===== src/rtl/counter_ctrl_if.sv =====
// counter_ctrl_if: command channel into counter_ctrl (valid/ready handshake plus
// the operands a command carries).
interface counter_ctrl_if #(
    parameter int PRESC_W = 8,
    parameter int LEN_W = 8
);
    logic cmd_valid;
    logic cmd_ready;
    logic [1:0] cmd_op;
    logic [3:0] cmd_data;
    logic [LEN_W-1:0] cmd_len;
    logic [PRESC_W-1:0] presc;
    modport master (output cmd_valid, cmd_op, cmd_data, cmd_len, presc, input cmd_ready);
    modport slave (input cmd_valid, cmd_op, cmd_data, cmd_len, presc, output cmd_ready);
endinterface


===== src/rtl/counter_ctrl.sv =====
// counter_ctrl: command sequencer driving a mod-4 counter's enb/modo/data with
// prescaled, length-limited stepping and a saturating wrap count from Q feedback.
module counter_ctrl #(
    parameter int PRESC_W = 8,
    parameter int LEN_W = 8,
    parameter int WRAP_W = 8
) (
    input  logic              clk,
    input  logic              rst,
    counter_ctrl_if.slave     cmd,
    input  logic [3:0]        q_in,
    output logic              enb,
    output logic              modo,
    output logic [3:0]        data,
    output logic              busy,
    output logic              done,
    output logic              err,
    output logic [WRAP_W-1:0] wrap_cnt
);
    typedef enum logic [1:0] {IDLE, LOAD, RUN, DONE} state_t;
    localparam logic [1:0] OP_LOAD = 2'd1, OP_RUN = 2'd2, OP_STOP = 2'd3;
    state_t state, nxt;
    logic [PRESC_W-1:0] pre, pre_d, pre_rl, pre_rl_d;
    logic [LEN_W-1:0] rem, rem_d;
    logic [3:0] data_d;
    logic [WRAP_W-1:0] wrap_d;
    logic enb_d, modo_d, busy_d, done_d, err_d;
    logic acc, step, do_load, do_run;

    assign cmd.cmd_ready = state == IDLE || state == RUN;
    assign acc = cmd.cmd_valid && cmd.cmd_ready;
    assign do_load = state == IDLE && acc && cmd.cmd_op == OP_LOAD;
    assign do_run = state == IDLE && acc && cmd.cmd_op == OP_RUN;
    assign step = state == RUN && pre == '0;

    always_ff @(posedge clk or negedge rst) begin
        if (!rst) begin
            state    <= IDLE;
            pre      <= '0;
            pre_rl   <= '0;
            rem      <= '0;
            enb      <= 1'b0;
            modo     <= 1'b0;
            data     <= '0;
            busy     <= 1'b0;
            done     <= 1'b0;
            err      <= 1'b0;
            wrap_cnt <= '0;
        end else begin
            state    <= nxt;
            pre      <= pre_d;
            pre_rl   <= pre_rl_d;
            rem      <= rem_d;
            enb      <= enb_d;
            modo     <= modo_d;
            data     <= data_d;
            busy     <= busy_d;
            done     <= done_d;
            err      <= err_d;
            wrap_cnt <= wrap_d;
        end
    end

    // STOP takes priority over completion when both land on the same edge
    always_comb begin
        nxt = state;
        case (state)
            IDLE:    nxt = do_load ? LOAD : do_run ? RUN : IDLE;
            RUN:     nxt = (acc && cmd.cmd_op == OP_STOP) ? IDLE
                         : (step && rem == LEN_W'(1)) ? DONE : RUN;
            default: nxt = IDLE;
        endcase
    end

    // rem == 0 in RUN means free-run, so it is never decremented there
    always_comb begin
        enb_d    = do_load || step;
        modo_d   = do_load;
        data_d   = do_load ? cmd.cmd_data : data;
        pre_rl_d = do_run ? cmd.presc : pre_rl;
        pre_d    = do_run ? cmd.presc : step ? pre_rl : state == RUN ? pre - PRESC_W'(1) : pre;
        rem_d    = do_run ? cmd.cmd_len : (step && rem != '0) ? rem - LEN_W'(1) : rem;
        busy_d   = nxt != IDLE;
        done_d   = state == DONE;
        err_d    = acc && ((state == IDLE) == (cmd.cmd_op == OP_STOP));
        wrap_d   = do_load ? '0
                 : (enb && !modo && q_in == 4'd3 && wrap_cnt != '1) ? wrap_cnt + WRAP_W'(1)
                 : wrap_cnt;
    end
endmodule

===== src/flat_wrapper.sv =====
// flat-port wrapper written by rule: the top's interface ports become plain ports
module counter_ctrl_flat 
#(
    parameter int PRESC_W = 8,
    parameter int LEN_W = 8,
    parameter int WRAP_W = 8
)
  (clk, rst, q_in, enb, modo, data, busy, done, err, wrap_cnt, cmd_cmd_valid, cmd_cmd_op, cmd_cmd_data, cmd_cmd_len, cmd_presc, cmd_cmd_ready);
  counter_ctrl_if #(.PRESC_W(PRESC_W), .LEN_W(LEN_W)) cmd_i ();
  input  logic clk;
  input  logic rst;
  input  logic [3:0] q_in;
  output logic enb;
  output logic modo;
  output logic [3:0] data;
  output logic busy;
  output logic done;
  output logic err;
  output logic [WRAP_W-1:0] wrap_cnt;
  input wire logic [$bits(cmd_i.cmd_valid)-1:0] cmd_cmd_valid;
  input wire logic [$bits(cmd_i.cmd_op)-1:0] cmd_cmd_op;
  input wire logic [$bits(cmd_i.cmd_data)-1:0] cmd_cmd_data;
  input wire logic [$bits(cmd_i.cmd_len)-1:0] cmd_cmd_len;
  input wire logic [$bits(cmd_i.presc)-1:0] cmd_presc;
  output wire logic [$bits(cmd_i.cmd_ready)-1:0] cmd_cmd_ready;
  assign cmd_i.cmd_valid = cmd_cmd_valid;
  assign cmd_i.cmd_op = cmd_cmd_op;
  assign cmd_i.cmd_data = cmd_cmd_data;
  assign cmd_i.cmd_len = cmd_cmd_len;
  assign cmd_i.presc = cmd_presc;
  assign cmd_cmd_ready = cmd_i.cmd_ready;
  counter_ctrl #(.PRESC_W(PRESC_W), .LEN_W(LEN_W), .WRAP_W(WRAP_W)) u_core (.clk(clk), .rst(rst), .cmd(cmd_i), .q_in(q_in), .enb(enb), .modo(modo), .data(data), .busy(busy), .done(done), .err(err), .wrap_cnt(wrap_cnt));
endmodule

===== config.mk =====
export PLATFORM = sky130hd
export DESIGN_NAME = counter_ctrl_flat
export DESIGN_NICKNAME = d
export VERILOG_FILES = /design/src/rtl/counter_ctrl_if.sv /design/src/rtl/counter_ctrl.sv /design/src/flat_wrapper.sv
export SDC_FILE = /design/constraint.sdc
export NUM_CORES = 1
export LEC_CHECK = 0
export BUFFER_PORTS_ARGS = -buffer_cell sky130_fd_sc_hd__buf_4
export CORE_UTILIZATION = 55
export CTS_BUF_LIST = sky130_fd_sc_hd__clkbuf_4 sky130_fd_sc_hd__clkbuf_8 sky130_fd_sc_hd__clkbuf_16
export DETAILED_ROUTE_END_ITERATION = 12
export GPL_ROUTABILITY_DRIVEN = 1
export GPL_TIMING_DRIVEN = 0
export MAX_ROUTING_LAYER = met4
export PLACE_DENSITY = 0.91
export SLEW_MARGIN = 10
export SYNTH_ARGS = -nofsm -noshare
export SYNTH_HDL_FRONTEND = slang
export SYNTH_SLANG_ARGS = --single-unit
export TNS_END_PERCENT = 50

===== constraint.sdc =====
create_clock -name clk -period 5 [get_ports clk]
set_clock_uncertainty 0.1 [all_clocks]
set_input_delay 0.25 -clock clk [delete_from_list [all_inputs] [get_ports clk]]
set_output_delay 0.25 -clock clk [all_outputs]
set_load 0.01 [all_outputs]

# Word level (Yosys, flattened, before mapping)
# Cells that the tools add are included.
# W data, S select, Z words.
totals:
  register_bits: 43
  latchBits: 0
  ramBits: 0
  romBits: 0
  in_bits: 29
  out_inout_bits: 18
  wordCells: 57
  n_memories: 0
classes:
  n_addsub: 3
  n_mul: 0
  div_mod_pow: 0
  n_lt_le_gt_ge: 0
  n_eq_ne: 9
  n_shift: 0
  mux: 12
  bitwise: 0
  n_reduce_logical: 22
ops:
  columns: ["operator", "count"]
  rows:
  - ["$mux W8", 7]
  - ["$sub A8 B1 Y8 const B", 2]
  - ["$logic_and A1 B1 Y1", 12]
  - ["$add A8 B1 Y8 const B", 1]
  - ["$eq A2 B2 Y1 const B", 4]
  - ["$eq A8 B1 Y1 const B", 1]
  - ["$logic_not A8 Y1", 1]
  - ["$ne A8 B8 Y1 const B", 1]
  - ["$reduce_bool A8 Y1", 1]
  - ["$mux W2", 3]
  - ["$reduce_bool A2 Y1", 3]
  - ["$eq A4 B2 Y1 const B", 1]
  - ["$pmux W2 S2", 1]
  - ["$reduce_bool A3 Y1", 1]
  - ["$eq A2 B1 Y1 const B", 1]
  - ["$logic_not A2 Y1", 1]
  - ["$logic_or A1 B1 Y1", 2]
  - ["$eq A1 B1 Y1", 1]
  - ["$logic_not A1 Y1", 1]
  - ["$mux W1", 1]

# Depth between registers and ports, before layout
# Gate-level depths: netlist (run 1).
logic_depth:
  ltp_word: 9
  depth_mapped: 8
  depth_no_buf: 6

# Least setup slack after synthesis (run 1)
# OpenSTA, ideal clock, no wires.
synth_timing:
  path_type: "flip-flop to flip-flop"
  startpoint: "register u_core.pre[0]"
  endpoint: "register u_core.rem[5]"
  setup_ns: 0.070
  arrival_ns: 1.797
  required_ns: 4.830
  slack_ns: 3.033
  stages_incl_launch_ff: 7
  path_buffers: 0
  synth_period_minus_slack_ns: 1.967
  path_cell_list: "dfrtp_1 > inv_1 > ha_1 > nor4b_2 > nand3_1 > or4_2 > nand3_1"
synth_between:
  elab_chain_len: 4
synth_lines:
  columns: ["item", "line_no", "rtl"]
  rows:
  - ["start, declared", "counter_ctrl.sv:23", "logic [PRESC_W-1:0] pre, pre_d, pre_rl, pre_rl_d;"]
  - ["start signal, assigned", "counter_ctrl.sv:51", "pre <= pre_d;"]
  - ["$logic_not A8 Y1", "counter_ctrl.sv:34", "assign step = state == RUN && pre == '0;"]
  - ["$logic_and A1 B1 Y1", "counter_ctrl.sv:34", null]
  - ["$logic_and A1 B1 Y1", "counter_ctrl.sv:82", "rem_d = do_run ? cmd.cmd_len : (step && rem != '0) ? rem - LEN_W'(1) : rem;"]
  - ["$reduce_bool A2 Y1 (no source line)", null, null]
  - ["end signal, assigned", "counter_ctrl.sv:53", "rem <= rem_d;"]
  - ["end, declared", "counter_ctrl.sv:24", "logic [LEN_W-1:0] rem, rem_d;"]
# No other way between the ends.
# A chain may end at the register's enable or synchronous reset.

# Worst setup path in the final report (run 1)
layout_timing:
  startpoint: "register u_core.pre[0]"
  endpoint: "register u_core.rem[4]"
# Same word-level chain as after synthesis.

==> metrics.md, run 1 <==
| Metric | Value |
|---|---|
| Setup CP Type | flip-flop to flip-flop |
| First-pass GRT wire length | 9.660 mm |
| Distinct cells, synth | 50 |
| Wire length per cell | 15.94 µm |
| Fin. Hold Viols | 0 |
| FILL cells | 326 |
| Vias in the first global route | 2174 |
| WP data arrival | 2.52 ns |
| Largest net degree at the start of global routing | 44 |
| DRC Markers | 0 |
| Clk Tree Root Cell | clkbuf_8 |
| Number of nets with antenna violations after routing | 0 |
| Reg clk slew, reported paths | 0.08 ns |
| PortBufs | 46 |
| Net count reported at finish | 353 |
| Width of the die | 66.93 µm |
| Hold crit path type | primary input to flip-flop |
| Post-CTS Setup Repair Bufs | 0 |
| DRT iter0 DRCs | 296 |
| Setup slack at placement | 2.568 ns |
| Worst-margin pin slew | 0.6753 ns |
| Primary flip-flop cell chosen by synthesis mapping | dfrtp_1 |
| Most frequent cells in the layout | nand2_1 (53), buf_4 (46), dfrtp_1 (43), nor2_1 (18), o21ai_0 (15) |
| ANT cells | 0 |
| Max_cap viols | 0 |
| Crit. End Element | flip-flop |
| RD Place Congestion | 0.9354 |
| Worst path cell trace | inv_1 -> ha_1 -> nor4b_2 -> nand3_1 -> buf_2 -> clkbuf_1 -> o21ai_0 -> a31oi_1 |
| Die span in y | 66.93 µm |
| Post-synth EDFFs | 0 |
| Vias/cell | 6.255 |
| Async SR Flop Fraction | 1.000 |
| Slew HR | 0.5464 |
| CTS sink cnt | 43 |
| Number of top-level pins | 47 |
| Fin worst setup slack | 2.533 ns |
| Final Critical Period | 2.467 ns |
| Final worst-path cycle share | 0.4934 |
| HPWL Detailed | 4.116 mm |
| WP buf/inv | 3 |
| Final-report setup violation count | 0 |
| Syn Nets | 299 |
| Tot GR Track Use | 0.2980 |
| Setup_tns | 0 ns |
| Critical path peak fanout | 10 |
| TritonCTS clock tree | built |
| Mean area per synthesized cell | 8.716 µm² |
| Total grt overflow | 0 |
| Synth Warn # | 0 |
| PwrDens | 378.5 mW/mm² |
| Fin. max-slew vios | 0 |
| Via count | 2308 |
| Clk buf depth | 2 |
| Area grow syn2layout | 21.32% |
| Critical Path Start Type | flip-flop |
| Initial antenna violation count | 0 |
| Clock Latency Late Sink | 0.29 ns |
| Core Region | 0.004029 mm² |
| Worst VDD drop | 0.1987 mV |
| WL final | 5.883 mm |
| Sequential fraction of the synthesis area | 0.4641 |
| Worst Path Required | 5.05 ns |
| Crit-path leading delay family | simple AND/OR/NAND/NOR gates |
| Unrepaired setup endpoints after global routing | false |
| Outcome | finished clean |
| FF+latch count, synth | 43 |
| TritonCTS Buffers | 5 |
| Tot Pwr | 1.065 mW |
| Peak Freq | 405.3 MHz |
| Leakage | 1.287 nW |
| Starting Density | 0.5755 |
| Worst path slowest cell | dfrtp_1 |
| Dpl cells | 362 |
| Drt first pass iters | 5 |
| Die area | 0.004479 mm² |
| Post-route insts no fill | 369 |
| Mapped Area | 0.002318 mm² |
| FP Rows | 23 |
| Commonest non-fill, non-tap cell in the layout | nand2_1 |
| CTS H-tree depth | 2 |
| Syn Inst Count | 266 |
| Share of post-route cells with drive strength above 1 | 0.1912 |
| Crit-path max cell delay | 0.42 ns |
[cells by family after synthesis]
| group | Yosys count | synth area share |
|---|---|---|
| simple gates | 141 | 0.3173 |
| compound gates | 56 | 0.1554 |
| xor+xnor | 1 | 0.003778 |
| mux | 1 | 0.004317 |
| flops | 43 | 0.4641 |
| fa+ha+maj | 4 | 0.02159 |
| buf+inv | 20 | 0.03346 |
[flip-flops by register name, summed over array words and instances, names as in the netlist, 2 cells and up]
| name | cells |
|---|---|
| u_core.state | 2 |
| u_core.pre_rl | 8 |
| u_core.data | 4 |
| u_core.rem | 8 |
| u_core.pre | 8 |
| u_core.wrap_cnt | 8 |
[power breakdown]
group / switching [mW] / total (mW) / internal (mW) / leakage [nW]
sequential: 0.0865 / 0.525 / 0.438 / 0.534
combinational: 0.184 / 0.331 / 0.147 / 0.712
clock: 0.110 / 0.209 / 0.0986 / 0.0406
[final timing paths]
kind	startpoint	end	slack, ns	cells after the start
max	u_core.pre[0]$_DFFE_PN0P_	u_core.rem[4]$_DFFE_PN0P_	2.53	8
min	cmd_cmd_data[1]	u_core.data[1]$_DFFE_PN0P_	0.04	3
max reg2reg	u_core.pre[0]$_DFFE_PN0P_	u_core.rem[4]$_DFFE_PN0P_	2.53	8
min reg2reg	u_core.pre_rl[2]$_DFFE_PN0N_	u_core.pre_rl[2]$_DFFE_PN0N_	0.38	2
max in group asynchronous	rst	u_core.pre_rl[7]$_DFFE_PN0N_	4.05	2
min in group asynchronous	rst	u_core.wrap_cnt[4]$_DFFE_PN0P_	0.38	2
[worst min-delay path, stage by stage]
cell,delay (ns)
buf_4,0.07
nand2_1,0.04
nand2_1,0.04
[cell usage after synthesis (2+ instances only)]
library cell	number	area, µm²
a211oi_1	2	15.01
a21oi_1	11	55.05
a22oi_1	2	15.01
a31oi_1	7	43.79
and3_1	3	18.77
and4b_1	2	20.02
buf_2	2	10.01
clkbuf_1	6	22.52
dfrtp_1	43	1076
ha_1	4	50.05
inv_1	11	41.29
nand2_1	53	198.9
nand2b_1	2	12.51
nand3_1	11	55.05
nand3b_1	2	15.01
nand4_1	3	18.77
nor2_1	18	67.56
nor3_1	14	70.07
nor4_1	4	25.02
o21a_1	4	30.03
o21ai_0	15	75.07
o311ai_0	2	17.52
o31ai_1	4	30.03
or3_1	8	50.05
or4_1	7	52.55
or4_2	2	17.52
[final cells by class]
| cell class | count | area [µm²] | share of cell area |
|---|---|---|---|
| multi-input cells | 203 | 1165 | 0.4141 |
| flip-flops and latches | 43 | 1076 | 0.3826 |
| repair buffers | 47 | 355.3 | 0.1263 |
| clock buffers | 6 | 76.32 | 0.02714 |
| well taps | 50 | 62.56 | 0.02224 |
| inverters | 11 | 41.29 | 0.01468 |
| plain buffers | 9 | 36.28 | 0.01290 |
[stage by stage]
step | hold slack, ns | util | instance area (µm²)
2_1_floorplan | -0.1456 | - | 2318
4_1_cts | 0.04165 | 0.6981 | 2813
6_report | 0.04162 | 0.6981 | 2813
5_1_grt | 0.05753 | 0.6981 | 2813
3_5_place_dp | 0.1697 | 0.6767 | 2726
3_3_place_gp | 0.1638 | 0.6767 | 2726
[what timing repair did]
item,4_1_cts,5_1_grt
gates resized for setup,0,0
endpoints found under the hold margin,43,0
hold buffers,1,0
[per-layer routing]
layer | vias up | share of wire | global-route usage
met5 | - | 0 | -
met4 | 0 | 0.018 | 0.1250
met3 | 17 | 0.091 | 0.07363
met2 | 126 | 0.46 | 0.4596
met1 | 1080 | 0.43 | 0.3721
li1 | 1085 | - | -
Power figures use the tool's default switching activity.
==> run 2: changes to the inputs <==
CORE_UTILIZATION = 49   (was 55)
PLACE_DENSITY = 0.86   (was 0.91)
clock period = 2.2 ns   (was 5 ns; I/O delays follow)
==> run 2 against run 1 <==
The flow now finishes with violations (DRC). Clock power grew to 3.1 times the previous value. Sequential share of layout area decreased by 3.5 points. Sequential cell count did not move. Critical endpoint is now u_core.rem[5]$_DFFE_PN0P_. Largest power group unchanged.
==> metrics.md, run 2 (same netlist as run 1, synthesis figures left out) <==
| Metric | Value |
|---|---|
| Post-route insts no fill | 394 |
| ANT cells | 0 |
| Hold crit path type | primary input to flip-flop |
| DRC Markers | 4 |
| RD Place Congestion | 0.9256 |
| Outcome | finished with violations |
| Setup CP Type | flip-flop to flip-flop |
| Critical path peak fanout | 8 |
| Finished Core Util | 0.6974 |
| Dpl cells | 364 |
| Die area | 0.005011 mm² |
| CTS H-tree depth | 2 |
| CTS sink cnt | 43 |
| DP Area | 0.002729 mm² |
| Fin. Hold Viols | 0 |
| Width of the die | 70.79 µm |
| Worst VDD drop | 0.4143 mV |
| Fin worst setup slack | 0.1628 ns |
| FF-to-FF path depth | 5 |
| Share of post-route cells with drive strength above 1 | 0.2135 |
| Tot GR Track Use | 0.2759 |
| Number of top-level pins | 47 |
| Vias in the first global route | 2245 |
| Final worst-path cycle share | 0.9260 |
| Peak Freq | 490.9 MHz |
| WP data arrival | 2.18 ns |
| Crit. End Element | flip-flop |
| Most frequent cells in the layout | nand2_1 (53), buf_4 (49), dfrtp_1 (43), dlygate4sd3_1 (20), nor2_1 (18) |
| Final Critical Period | 2.037 ns |
| Max_cap viols | 0 |
| Tot Pwr | 2.652 mW |
| Commonest non-fill, non-tap cell in the layout | nand2_1 |
| TritonCTS clock tree | built |
| Final hold slack | 0.0009141 ns |
| First-pass GRT wire length | 10.44 mm |
| WL final | 6.119 mm |
| Starting Density | 0.5217 |
| Setup slack at placement | -0.2187 ns |
| TritonCTS Buffers | 5 |
| Leakage | 1.415 nW |
| Via count | 2357 |
| Die span in y | 70.79 µm |
| Clk buf depth | 2 |
| Net count reported at finish | 374 |
| Clock Latency Late Sink | 0.30 ns |
| Vias/cell | 5.982 |
| Reg-to-reg setup timing slack | 0.16 ns |
| Total grt overflow | 0 |
| Worst-margin pin slew | 0.7187 ns |
| Finished Cell Area | 0.003099 mm² |
| PwrDens | 855.8 mW/mm² |
| Area grow syn2layout | 33.67% |
| Slew HR | 0.5172 |
| Initial antenna violation count | 0 |
| FP Rows | 24 |
| Fin. max-slew vios | 0 |
| Setup_tns | 0 ns |
| Drt first pass iters | 11 |
| Wire length per cell | 15.53 µm |
| DRT iter0 DRCs | 195 |
| Critical Path Start Type | flip-flop |
| Clk Tree Root Cell | clkbuf_8 |
| Number of nets with antenna violations after routing | 0 |
| HPWL Detailed | 4.241 mm |
| Hold Path Depth | 3 |
| Reg clk slew, reported paths | 0.08 ns |
| Final-report setup violation count | 0 |
| Largest net degree at the start of global routing | 44 |
| Core Region | 0.004444 mm² |
| PortBufs | 46 |
| Worst Path Required | 2.34 ns |
| Violated checks | DRC |
==> run 2: changes by cell type in the layout (fill, tap and decap cells not counted), moves of 2 or more <==
cell	delta
dlygate4sd3_1	+19
buf_4	+3
clkbuf_1	-3
clkbuf_2	+2
nor3_1	-2
nor3_2	+2
==> run 2: worst paths after layout <==
path | start | to
worst max register to register | u_core.pre[5]$_DFFE_PN0P_ | u_core.rem[5]$_DFFE_PN0P_
worst max-delay path | u_core.pre[5]$_DFFE_PN0P_ | u_core.rem[5]$_DFFE_PN0P_
worst min register to register | u_core.data[0]$_DFFE_PN0P_ | u_core.data[0]$_DFFE_PN0P_
max in group asynchronous | rst | u_core.pre[2]$_DFFE_PN0P_
min in group asynchronous | rst | u_core.wrap_cnt[6]$_DFFE_PN0P_
worst min-delay path | cmd_cmd_len[6] | u_core.rem[6]$_DFFE_PN0P_
==> run 2: layout make-up <==
type	count	area, µm²
timing repair buffer	68	560.5
tap	52	65.06
multi-input combinational	203	1196
inverter	11	41.29
buffer	9	42.54
clock inverter	2	35.03
clock buffer	6	82.58
sequential	43	1076
fill	340	1345
==> run 2: layer usage <==
metal  global-route usage  vias up  part of all wire
li1                     -     1124                 -
met1               0.3610     1116              0.44
met2               0.4370      103              0.48
met3              0.05271       14             0.053
met4              0.08667        0             0.020
met5                    -        -                 0
==> run 2: what timing repair did <==
action,4_1_cts,5_1_grt
hold buffers,20,0
resized for setup,3,13
buffers inserted,1,1
endpoints found under the setup margin,13,21
pin swaps,0,1
endpoints found under the hold margin,64,0
==> run 2: where the power goes <==
part | leakage (nW) | internal, mW | switching [mW] | total (mW)
combinational | 0.819 | 0.369 | 0.433 | 0.802
sequential | 0.534 | 0.995 | 0.207 | 1.20
clock | 0.0612 | 0.368 | 0.281 | 0.648
==> run 2: worst max-delay path, cell delays in order (launching register included) <==
cell      delay (ns)
dfrtp_1         0.37
clkbuf_1        0.19
nor3_2          0.36
nand3_2         0.19
or4_2           0.68
nand3_1         0.09
